## config.mk

```make
export PLATFORM = sky130hd
export DESIGN_NAME = bin_enc_stream_flat
export DESIGN_NICKNAME = d
export VERILOG_FILES = /design/src/rtl/bin_enc_stream_pkg.sv /design/src/rtl/bin_enc_stream_if.sv /design/src/rtl/bin_enc_stream_pri_enc.sv /design/src/rtl/bin_enc_stream.sv /design/src/flat_wrapper.sv
export SDC_FILE = /design/constraint.sdc
export NUM_CORES = 1
export LEC_CHECK = 0
export ABC_CLOCK_PERIOD_IN_PS = 5200
export BUFFER_PORTS_ARGS = -buffer_cell sky130_fd_sc_hd__buf_2
export CORE_ASPECT_RATIO = 1.4
export CORE_MARGIN = 5
export CORE_UTILIZATION = 45
export CTS_CLUSTER_DIAMETER = 120
export DETAILED_ROUTE_END_ITERATION = 8
export GPL_TIMING_DRIVEN = 0
export PLACE_DENSITY = 0.68
export SYNTH_ARGS = -nofsm -noshare
export SYNTH_HDL_FRONTEND = slang
export SYNTH_HIERARCHICAL = 1
export SYNTH_SLANG_ARGS = --single-unit
```

## constraint.sdc

```tcl
create_clock -name clk -period 5.2 [get_ports clk]
set_input_delay 1.3 -clock clk [delete_from_list [all_inputs] [get_ports clk]]
set_output_delay 1.3 -clock clk [all_outputs]
set_load 0.03 [all_outputs]
```

## src/rtl/bin_enc_stream_pkg.sv

```systemverilog
// Shared types and helpers for the streaming multi-hot-to-binary encoder.
// Latency: n/a (types, macros and a pure function only).
// Backpressure: n/a.
`ifndef BIN_ENC_STREAM_PKG_SV
`define BIN_ENC_STREAM_PKG_SV

// Active-level macros: `High/`Low are aliases of the codebase's `Enable/`Enable_.
`ifndef Enable
`define Enable 1'b1
`endif
`ifndef Enable_
`define Enable_ 1'b0
`endif
`ifndef High
`define High `Enable
`endif
`ifndef Low
`define Low `Enable_
`endif

package enc_pkg;

  typedef enum logic {
    ST_IDLE = 1'b0,
    ST_BUSY = 1'b1
  } enc_state_t;

  // A raw bit counts as "set" when it matches the active level; result is always active-high.
  function automatic logic norm_bit(input logic raw, input logic act);
    return ~(raw ^ act);
  endfunction

endpackage

`endif

```

## src/rtl/bin_enc_stream_if.sv

```systemverilog
// Handshake bundle between a request-vector producer and the index stream.
// Latency: n/a (wires only).
// Backpressure: in_ready/out_ready carry stall upstream and downstream.
interface bin_enc_stream_if #(
  parameter int IN = 4
);
  localparam int OUT = 1 << IN;

  logic           in_valid;
  logic           in_ready;
  logic [OUT-1:0] in_vec;
  logic           out_valid;
  logic           out_ready;
  logic [IN-1:0]  out_idx;
  logic           out_last;
  logic           busy;
  logic           zero;

  // Producer/consumer side (drives requests, takes indices).
  modport master (
    output in_valid, in_vec, out_ready,
    input  in_ready, out_valid, out_idx, out_last, busy, zero
  );

  // Encoder side.
  modport slave (
    input  in_valid, in_vec, out_ready,
    output in_ready, out_valid, out_idx, out_last, busy, zero
  );
endinterface

```

## src/rtl/bin_enc_stream_pri_enc.sv

```systemverilog
// Lowest-set-bit priority encoder with any-set and exactly-one-set flags.
// Latency: purely combinational.
// Backpressure: none (no state).
module pri_enc #(
  parameter int IN  = 4,
  parameter int OUT = 1 << IN
) (
  input  logic [OUT-1:0] vec,
  output logic [IN-1:0]  idx,
  output logic           found,
  output logic           single
);

  // Scan from the top down so the last hit written is the lowest set bit.
  always_comb begin
    idx = '0;
    for (int i = OUT - 1; i >= 0; i--) begin
      if (vec[i]) idx = IN'(i);
    end
  end

  // Clearing the lowest set bit leaves zero only if it was the only one.
  always_comb begin
    found  = |vec;
    single = found && ((vec & (vec - OUT'(1))) == '0);
  end

endmodule

```

## src/rtl/bin_enc_stream.sv

```systemverilog
// Accepts a multi-hot vector and emits each set bit's index, lowest first, flagging the last.
// Latency: vector accepted at edge t gives first out_valid in cycle t+1; k set bits drain in k cycles.
// Backpressure: out_ready=0 holds out_idx/out_last; in_ready is low for the whole drain.
module bin_enc_stream
  import enc_pkg::*;
#(
  parameter int   IN  = 4,
  parameter logic ACT = `High
) (
  input  logic             clk,
  input  logic             reset,
  bin_enc_stream_if.slave  bus
);

  localparam int OUT = 1 << IN;

  enc_state_t     state;
  enc_state_t     state_nxt;
  logic [OUT-1:0] pending;
  logic [OUT-1:0] pending_nxt;
  logic           zero_q;
  logic           zero_nxt;
  logic [OUT-1:0] norm_vec;
  logic [OUT-1:0] clear_mask;
  logic [IN-1:0]  enc_idx;
  logic           enc_found;
  logic           enc_single;

  pri_enc #(
    .IN  (IN),
    .OUT (OUT)
  ) u_pri_enc (
    .vec    (pending),
    .idx    (enc_idx),
    .found  (enc_found),
    .single (enc_single)
  );

  // Bring the incoming vector to active-high so the rest of the block never sees ACT.
  always_comb begin
    norm_vec = '0;
    for (int i = 0; i < OUT; i++) begin
      norm_vec[i] = norm_bit(bus.in_vec[i], ACT);
    end
  end

  // One-hot mask of the bit currently being presented.
  always_comb begin
    clear_mask = OUT'(1) << enc_idx;
  end

  // Next state: load in IDLE, retire one bit per output handshake in BUSY.
  always_comb begin
    state_nxt   = state;
    pending_nxt = pending;
    zero_nxt    = 1'b0;
    case (state)
      ST_IDLE: begin
        if (bus.in_valid) begin
          pending_nxt = norm_vec;
          if (|norm_vec) state_nxt = ST_BUSY;
          else           zero_nxt  = 1'b1;
        end
      end
      ST_BUSY: begin
        if (bus.out_ready && enc_found) begin
          pending_nxt = pending & ~clear_mask;
          if (enc_single) state_nxt = ST_IDLE;
        end
      end
      default: begin
        state_nxt = ST_IDLE;
      end
    endcase
  end

  // State, pending vector and the empty-vector pulse; reset discards any drain in flight.
  always_ff @(posedge clk or posedge reset) begin
    if (reset) begin
      state   <= ST_IDLE;
      pending <= '0;
      zero_q  <= 1'b0;
    end else begin
      state   <= state_nxt;
      pending <= pending_nxt;
      zero_q  <= zero_nxt;
    end
  end

  // Every output comes from registers only: no in_* or out_ready to output paths.
  assign bus.in_ready  = (state == ST_IDLE);
  assign bus.out_valid = (state == ST_BUSY);
  assign bus.busy      = (state == ST_BUSY);
  assign bus.out_idx   = enc_idx;
  assign bus.out_last  = (state == ST_BUSY) && enc_single;
  assign bus.zero      = zero_q;

endmodule

```

## src/flat_wrapper.sv

```systemverilog
// flat-port wrapper written by rule: the top's interface ports become plain ports
module bin_enc_stream_flat import enc_pkg::*;
#(
  parameter int   IN  = 4,
  parameter logic ACT = `High
)
  (clk, reset, bus_in_valid, bus_in_vec, bus_out_ready, bus_in_ready, bus_out_valid, bus_out_idx, bus_out_last, bus_busy, bus_zero);
  bin_enc_stream_if #(.IN(IN)) bus_i ();
  input  logic clk;
  input  logic reset;
  input wire logic [$bits(bus_i.in_valid)-1:0] bus_in_valid;
  input wire logic [$bits(bus_i.in_vec)-1:0] bus_in_vec;
  input wire logic [$bits(bus_i.out_ready)-1:0] bus_out_ready;
  output wire logic [$bits(bus_i.in_ready)-1:0] bus_in_ready;
  output wire logic [$bits(bus_i.out_valid)-1:0] bus_out_valid;
  output wire logic [$bits(bus_i.out_idx)-1:0] bus_out_idx;
  output wire logic [$bits(bus_i.out_last)-1:0] bus_out_last;
  output wire logic [$bits(bus_i.busy)-1:0] bus_busy;
  output wire logic [$bits(bus_i.zero)-1:0] bus_zero;
  assign bus_i.in_valid = bus_in_valid;
  assign bus_i.in_vec = bus_in_vec;
  assign bus_i.out_ready = bus_out_ready;
  assign bus_in_ready = bus_i.in_ready;
  assign bus_out_valid = bus_i.out_valid;
  assign bus_out_idx = bus_i.out_idx;
  assign bus_out_last = bus_i.out_last;
  assign bus_busy = bus_i.busy;
  assign bus_zero = bus_i.zero;
  bin_enc_stream #(.IN(IN), .ACT(ACT)) u_core (.clk(clk), .reset(reset), .bus(bus_i));
endmodule
```

==> run_results.csv, run 1 <==
group,metric,value,unit
status,status,"completed",
place,dp_cells,209,
route,routed_via_density,6.127,
hold_path,hp-class,"flop to flop",
clock_network,post_cts_buffers,0,
clock_network,clk_pin_slew,0.06,ns
finish,n_fill_cell,295,
global_route,grt_max_degree,19,
synth,synthTopCellsByArea,"dfrtp_1 (32%), a22o_1 (11%), o22ai_1 (8.1%)",
sta,fmax,279.2,MHz
die,pin_count,29,
clock_network,cts_resized,0,
global_route,antenna_found_initial,0,
finish,utilization,53.15,%
die,die_w,57.10,microns
place,port_buffers,28,
synth,synth.top_cell.area_share,32.23,%
sta,slew_headroom,40.26,%
finish,drive_gt1_share,32.37,%
finish,n_antenna_cell,0,
synth,ys_seq_area_share,32.23,%
route,first_pass_iters,4,
die,dieArea,4336,sq um
clock_network,cts_max_level,1,
hold_path,hold_path_depth,1,
synth,synth_flop_cell,"dfrtp_1",
sta,tightest_slew,0.8881,ns
synth,synth_edf_count,0,
synth,synthDistinctLibCells,40,
synth,ys_seq_elements,18,
sta,finalCritPeriodShare,68.88,%
route,drc,0,
sta,hold_viol_final,0,
synth,syn-instance-count,142,
synth,synth_warnings,6,
sta,fin_skew,0.005340,ns
setup_path,cp_data_required_time,3.90,ns
clock_network,cts_root_buffer,"clkbuf_8",
synth,netlist_area,1398,sq um
synth,synth_top_cell_by_area,"dfrtp_1",
pwr,peakVddDrop,349.6,uV
die,coreArea,3063,sq um
clock_network,cts_sinks,18,
route,drt_iter0_markers,48,
clock_network,holdBufCountCts,0,
route,vias,1299,
route,ant_nets,0,
pwr,p_total,0.001136,W
synth,synthTopCellsByCount,"dfrtp_1 (18), o22ai_1 (18), a22o_1 (17)",
die,rows,24,
global_route,grt_pass1_vias,1291,
global_route,grt_pass1_wl,6230,microns
setup_path,critPathLaunchType,"flop",
setup_path,crit_chain,"nor4_4 > nand2_2 > o41ai_2 > nor2_1 > nor4_2 > and2_1 > buf_2",
setup_path,cp.arrival,2.28,ns
finish,fin_cells,212,
finish,area_growth_syn_to_layout,16.47,%
sta,final_period_minus_worst_setup_slack,3.582,ns
global_route,track_usage,17.58,%
synth,synth_fp_nets,162,
place,hpwl,2993,microns
route,finalWirelength,3667,microns
place,gp_congestion,0.7996,
setup_path,worstSetupPathType,"flop to output pin",
sta,tns,0,ns
route,wl_per_cell,17.30,microns
global_route,grt.overflow.total,0,
clock_network,cts_buffers,3,
clock_network,clk_latency,0.24,ns
clock_network,clk_path_buf_depth,2,
pwr,powerDensity,698.0,nW/um^2
sta,drv_slew,0,
setup_path,max_stage_delay,0.47,ns
die,die_h,75.94,microns
synth,syn_avg_cell_area,9.842,sq um
pwr,leakagePower,0.6964,nW
clock_network,cts_tree,"built",
setup_path,cpMaxStageDelayCell,"dfrtp_1",
sta,rsz0062_at_grt,"no",
setup_path,rrSetupSlack,2.69,ns
synth,synthArstFlopShare,100.0,%
sta,setup_viol,0,
die,start_util,45.63,%
run,max_cap_viol_count,0,
setup_path,ff2ff_path_depth,7,
setup_path,crit_path_end_kind,"output pin",
setup_path,cp_max_fo,7,
finish,fin_nets,195,
[path summary, 6_finish.rpt]
check	endpoint	startpoint
min in group asynchronous	u_core/bus.busy	reset
max	bus_out_last	u_core/pending[7]
min reg2reg	u_core/bus.zero	u_core/bus.busy
min	u_core/bus.zero	u_core/bus.busy
max in group asynchronous	u_core/pending[15]	reset
max reg2reg	u_core/pending[4]	u_core/pending[9]
[kinds of logic (layout without fill, tap and decap cells)]
kind of cell / Yosys count / after routing / share of synthesized area [%]
and+or+nand+nor: 51 / 51 / 28.83
DFF: 18 / 18 / 32.23
buffers and inverters: 17 / 48 / 9.578
xor gates and xnor gates: 1 / 1 / 0.6268
AOI/OAI and AO/OA: 55 / 55 / 28.74
[layout by cell type, fill, tap and decap left out, drive strengths merged, types with 2 or more instances in the layout]
cell,count
buf,40
o22ai,18
dfrtp,18
a22o,17
nor2,12
nor4,10
a21oi,6
nor4b,4
and4bb,4
and4b,4
inv,4
clkbuf,3
o21ai,3
nor3,3
a211oi,3
nor2b,2
nand3,2
nor4bb,2
nand2,2
[power breakdown]
group          switching (W)  internal, W
sequential          0.000112     0.000197
combinational       0.000409     0.000327
clock              0.0000395    0.0000512
total               0.000561     0.000576
[cell type report]
class / instances / area (sq um) / area share (%)
plain buffers: 12 / 115.1 / 7.071
repair buffers: 28 / 140.1 / 8.609
well taps: 39 / 48.80 / 2.998
flip-flops and latches: 18 / 450.4 / 27.67
clock buffers: 3 / 41.29 / 2.537
multi-input cells: 107 / 813.3 / 49.96
inverters: 5 / 18.77 / 1.153
[through the flow]
stage	cell area [sq um]	hold slack, ns	worst slack [ns]
6_report	1628	0.5698	1.618
5_1_grt	1628	0.6021	1.411
4_1_cts	1628	0.5724	1.617
3_5_place_dp	1587	0.5581	1.879
3_3_place_gp	1587	0.5451	1.978
2_1_floorplan	1398	0.5172	2.107
[flip-flops by register name (all words and copies together) (netlist names)]
name and count:
u_core/bus.busy 1, u_core/bus.zero 1, u_core/pending 16
[layer usage]
layer	up-vias	routed length [microns]	GRT usage, %
met5	-	0	0
met3	8	93	0.8503
met1	614	1535	22.91
met2	37	1977	30.78
met4	0	61	5.104
li1	640	-	-
[critical path, delay by kind of cell, from the launching register on]
family | cells | cell delay [ns]
AND/OR/NAND/NOR | 5 | 1.16
flip-flops | 1 | 0.47
AO/OA/AOI/OAI | 1 | 0.24
buffers and inverters | 1 | 0.19
(Power assumes the default switching activity.)
==> inputs of run 2 (changes only) <==
Settings changed: ABC_CLOCK_PERIOD_IN_PS 5200 to 3100, PLACE_DENSITY 0.68 to 0.7.
Clock period 5.2 ns to 3.1 ns, I/O delays scaled along.
==> run 2 against run 1 <==
  * Final area increased by 1.6%
  * First-iteration DRC count decreased by 15%
  * Critical path type unchanged
  * Combinational power increased by 68%
==> run_results.csv, run 2 (synthesis results as in run 1) <==
group,metric,value,unit
status,status,"completed",
setup_path,cp_data_required_time,2.32,ns
hold_path,hp-class,"flop to flop",
route,wl_per_cell,17.54,microns
finish,regArea,452.9,sq um
setup_path,r2r_start,"u_core/pending[0]",
route,ant_nets,0,
die,dieArea,4336,sq um
sta,tns,0,ns
pwr,clkPwrFrac,9.4,%
global_route,antenna_found_initial,0,
sta,fin_skew,0.004713,ns
finish,n_fill_cell,316,
sta,rsz0062_at_grt,"yes",
hold_path,min_from,"u_core/bus.busy",
global_route,grt.overflow.total,0,
setup_path,ff2ff_path_depth,6,
finish,multiInputGateArea,813.3,sq um
clock_network,cts_max_level,1,
place,hpwl,3067,microns
sta,slew_headroom,37.98,%
die,die_h,75.94,microns
finish,fin_nets,196,
setup_path,rrSetupSlack,0.53,ns
global_route,grt_pass1_vias,1299,
setup_path,critPathLaunchType,"flop",
pwr,p_int,0.0009972,W
sta,final_period_minus_worst_setup_slack,3.048,ns
pwr,powerDensity,1181,nW/um^2
hold_path,hold_end,"u_core/bus.zero",
clock_network,holdBufCountCts,0,
route,finalWirelength,3753,microns
global_route,grt_pass1_wl,6210,microns
sta,hold_viol_final,0,
finish,final_common_cell,"buf_2",
route,routed_via_density,6.173,
clock_network,clk_pin_slew,0.07,ns
die,die_w,57.10,microns
clock_network,cts_sinks,18,
setup_path,worstSetupPathType,"flop to output pin",
clock_network,cts_tree,"built",
route,drt_iter0_markers,41,
finish,drive_gt1_share,34.29,%
clock_network,clk_latency,0.25,ns
run,max_cap_viol_count,0,
pwr,leakagePower,0.7056,nW
place,port_buffers,28,
setup_path,r2r_end,"u_core/pending[4]",
global_route,track_usage,17.88,%
setup_path,cp.arrival,2.27,ns
finish,n_antenna_cell,0,
setup_path,crit_path_end_kind,"output pin",
pwr,p_total,0.001954,W
setup_path,cp_max_fo,6,
route,vias,1321,
pwr,peakVddDrop,694.8,uV
die,pin_count,29,
pwr,seqPwrFrac,27.1,%
route,drc,0,
sta,drv_slew,0,
sta,tightest_slew,0.9220,ns
finish,top_register,"u_core/pending",
global_route,grt_max_degree,19,
sta,finalCritPeriodShare,98.32,%
sta,fmax,328.1,MHz
place,gp_congestion,0.8583,
clock_network,cts_buffers,3,
finish,area_growth_syn_to_layout,18.35,%
die,rows,24,
sta,setup_viol,0,
clock_network,clk_path_buf_depth,2,
clock_network,cts_root_buffer,"clkbuf_8",
finish,layout_common_cells,"buf_2 (28), o22ai_1 (18), a22o_1 (17)",
die,coreArea,3063,sq um
finish,largest_reg_flops,16,
pwr,p_sw,0.0009570,W
pwr,p_sw_share,48.97,%
pwr,pwr-share-comb,63.5,%
route,first_pass_iters,4,
hold_path,hold_path_depth,1,
die,start_util,45.63,%
-- run 2: cell type report --
type / count / area share, %
Buffer: 12 / 6.959
Clock buffer: 4 / 3.328
Inverter: 5 / 1.135
Multi-Input combinational cell: 107 / 49.17
Sequential cell: 18 / 27.38
Tap cell: 39 / 2.950
Timing Repair Buffer: 29 / 9.077
-- run 2: power groups by stage --
stage                     Clock (W)  Combinational (W)  Sequential (W)
after floorplan                   0           0.000976        0.000481
after global placement            0            0.00120        0.000513
after detailed placement          0            0.00123        0.000527
after CTS                  0.000185            0.00123        0.000523
after global routing       0.000200            0.00134        0.000551
final                      0.000183            0.00124        0.000530
-- run 2: worst max path at each step --
stage	startpoint	end	slack, ns	cells after the start
floorplan	u_core/pending[3]	u_core/pending[4]	0.41	6
global placement	u_core/pending[7]	bus_out_last	0.42	7
detailed placement	u_core/pending[2]	bus_out_last	0.34	7
CTS	u_core/pending[3]	bus_out_last	0.05	7
global route	u_core/pending[0]	bus_out_last	-0.07	7
finish	u_core/pending[0]	bus_out_last	0.05	7
-- run 2: through the flow --
stage / instances / cell area, sq um / setup WS, ns / hold WS (ns) / util (%)
floorplan: 142 / 1398 / 0.4067 / 0.5172 / -
global placement: 209 / 1587 / 0.4181 / 0.5456 / 51.80
detailed placement: 209 / 1587 / 0.3367 / 0.5723 / 51.80
CTS: 213 / 1642 / 0.05414 / 0.5858 / 53.59
global route: 214 / 1654 / -0.07147 / 0.6226 / 54.00
finish: 214 / 1654 / 0.05202 / 0.5843 / 54.00
-- run 2: metal layers --
layer	track usage [%]	routed length [microns]	up-vias
met4	6.032	51	0
met5	0	0	-
met1	21.93	1519	636
met3	1.361	166	4
met2	32.04	2016	39
li1	-	-	642
-- run 2: repair_timing --
action / in CTS / in global routing
gates resized for setup: 0 / 3
setup buffers: 0 / 1
endpoints found under the setup margin: 0 / 2
-- run 2: critical path, stage by stage, from the launching register on --
cell and delay, ns:
dfrtp_2 0.45, nor4_4 0.41, nand2_2 0.14, o41ai_2 0.25, nor2_1 0.09, nor4_2 0.34
and2_1 0.17, clkbuf_4 0.18
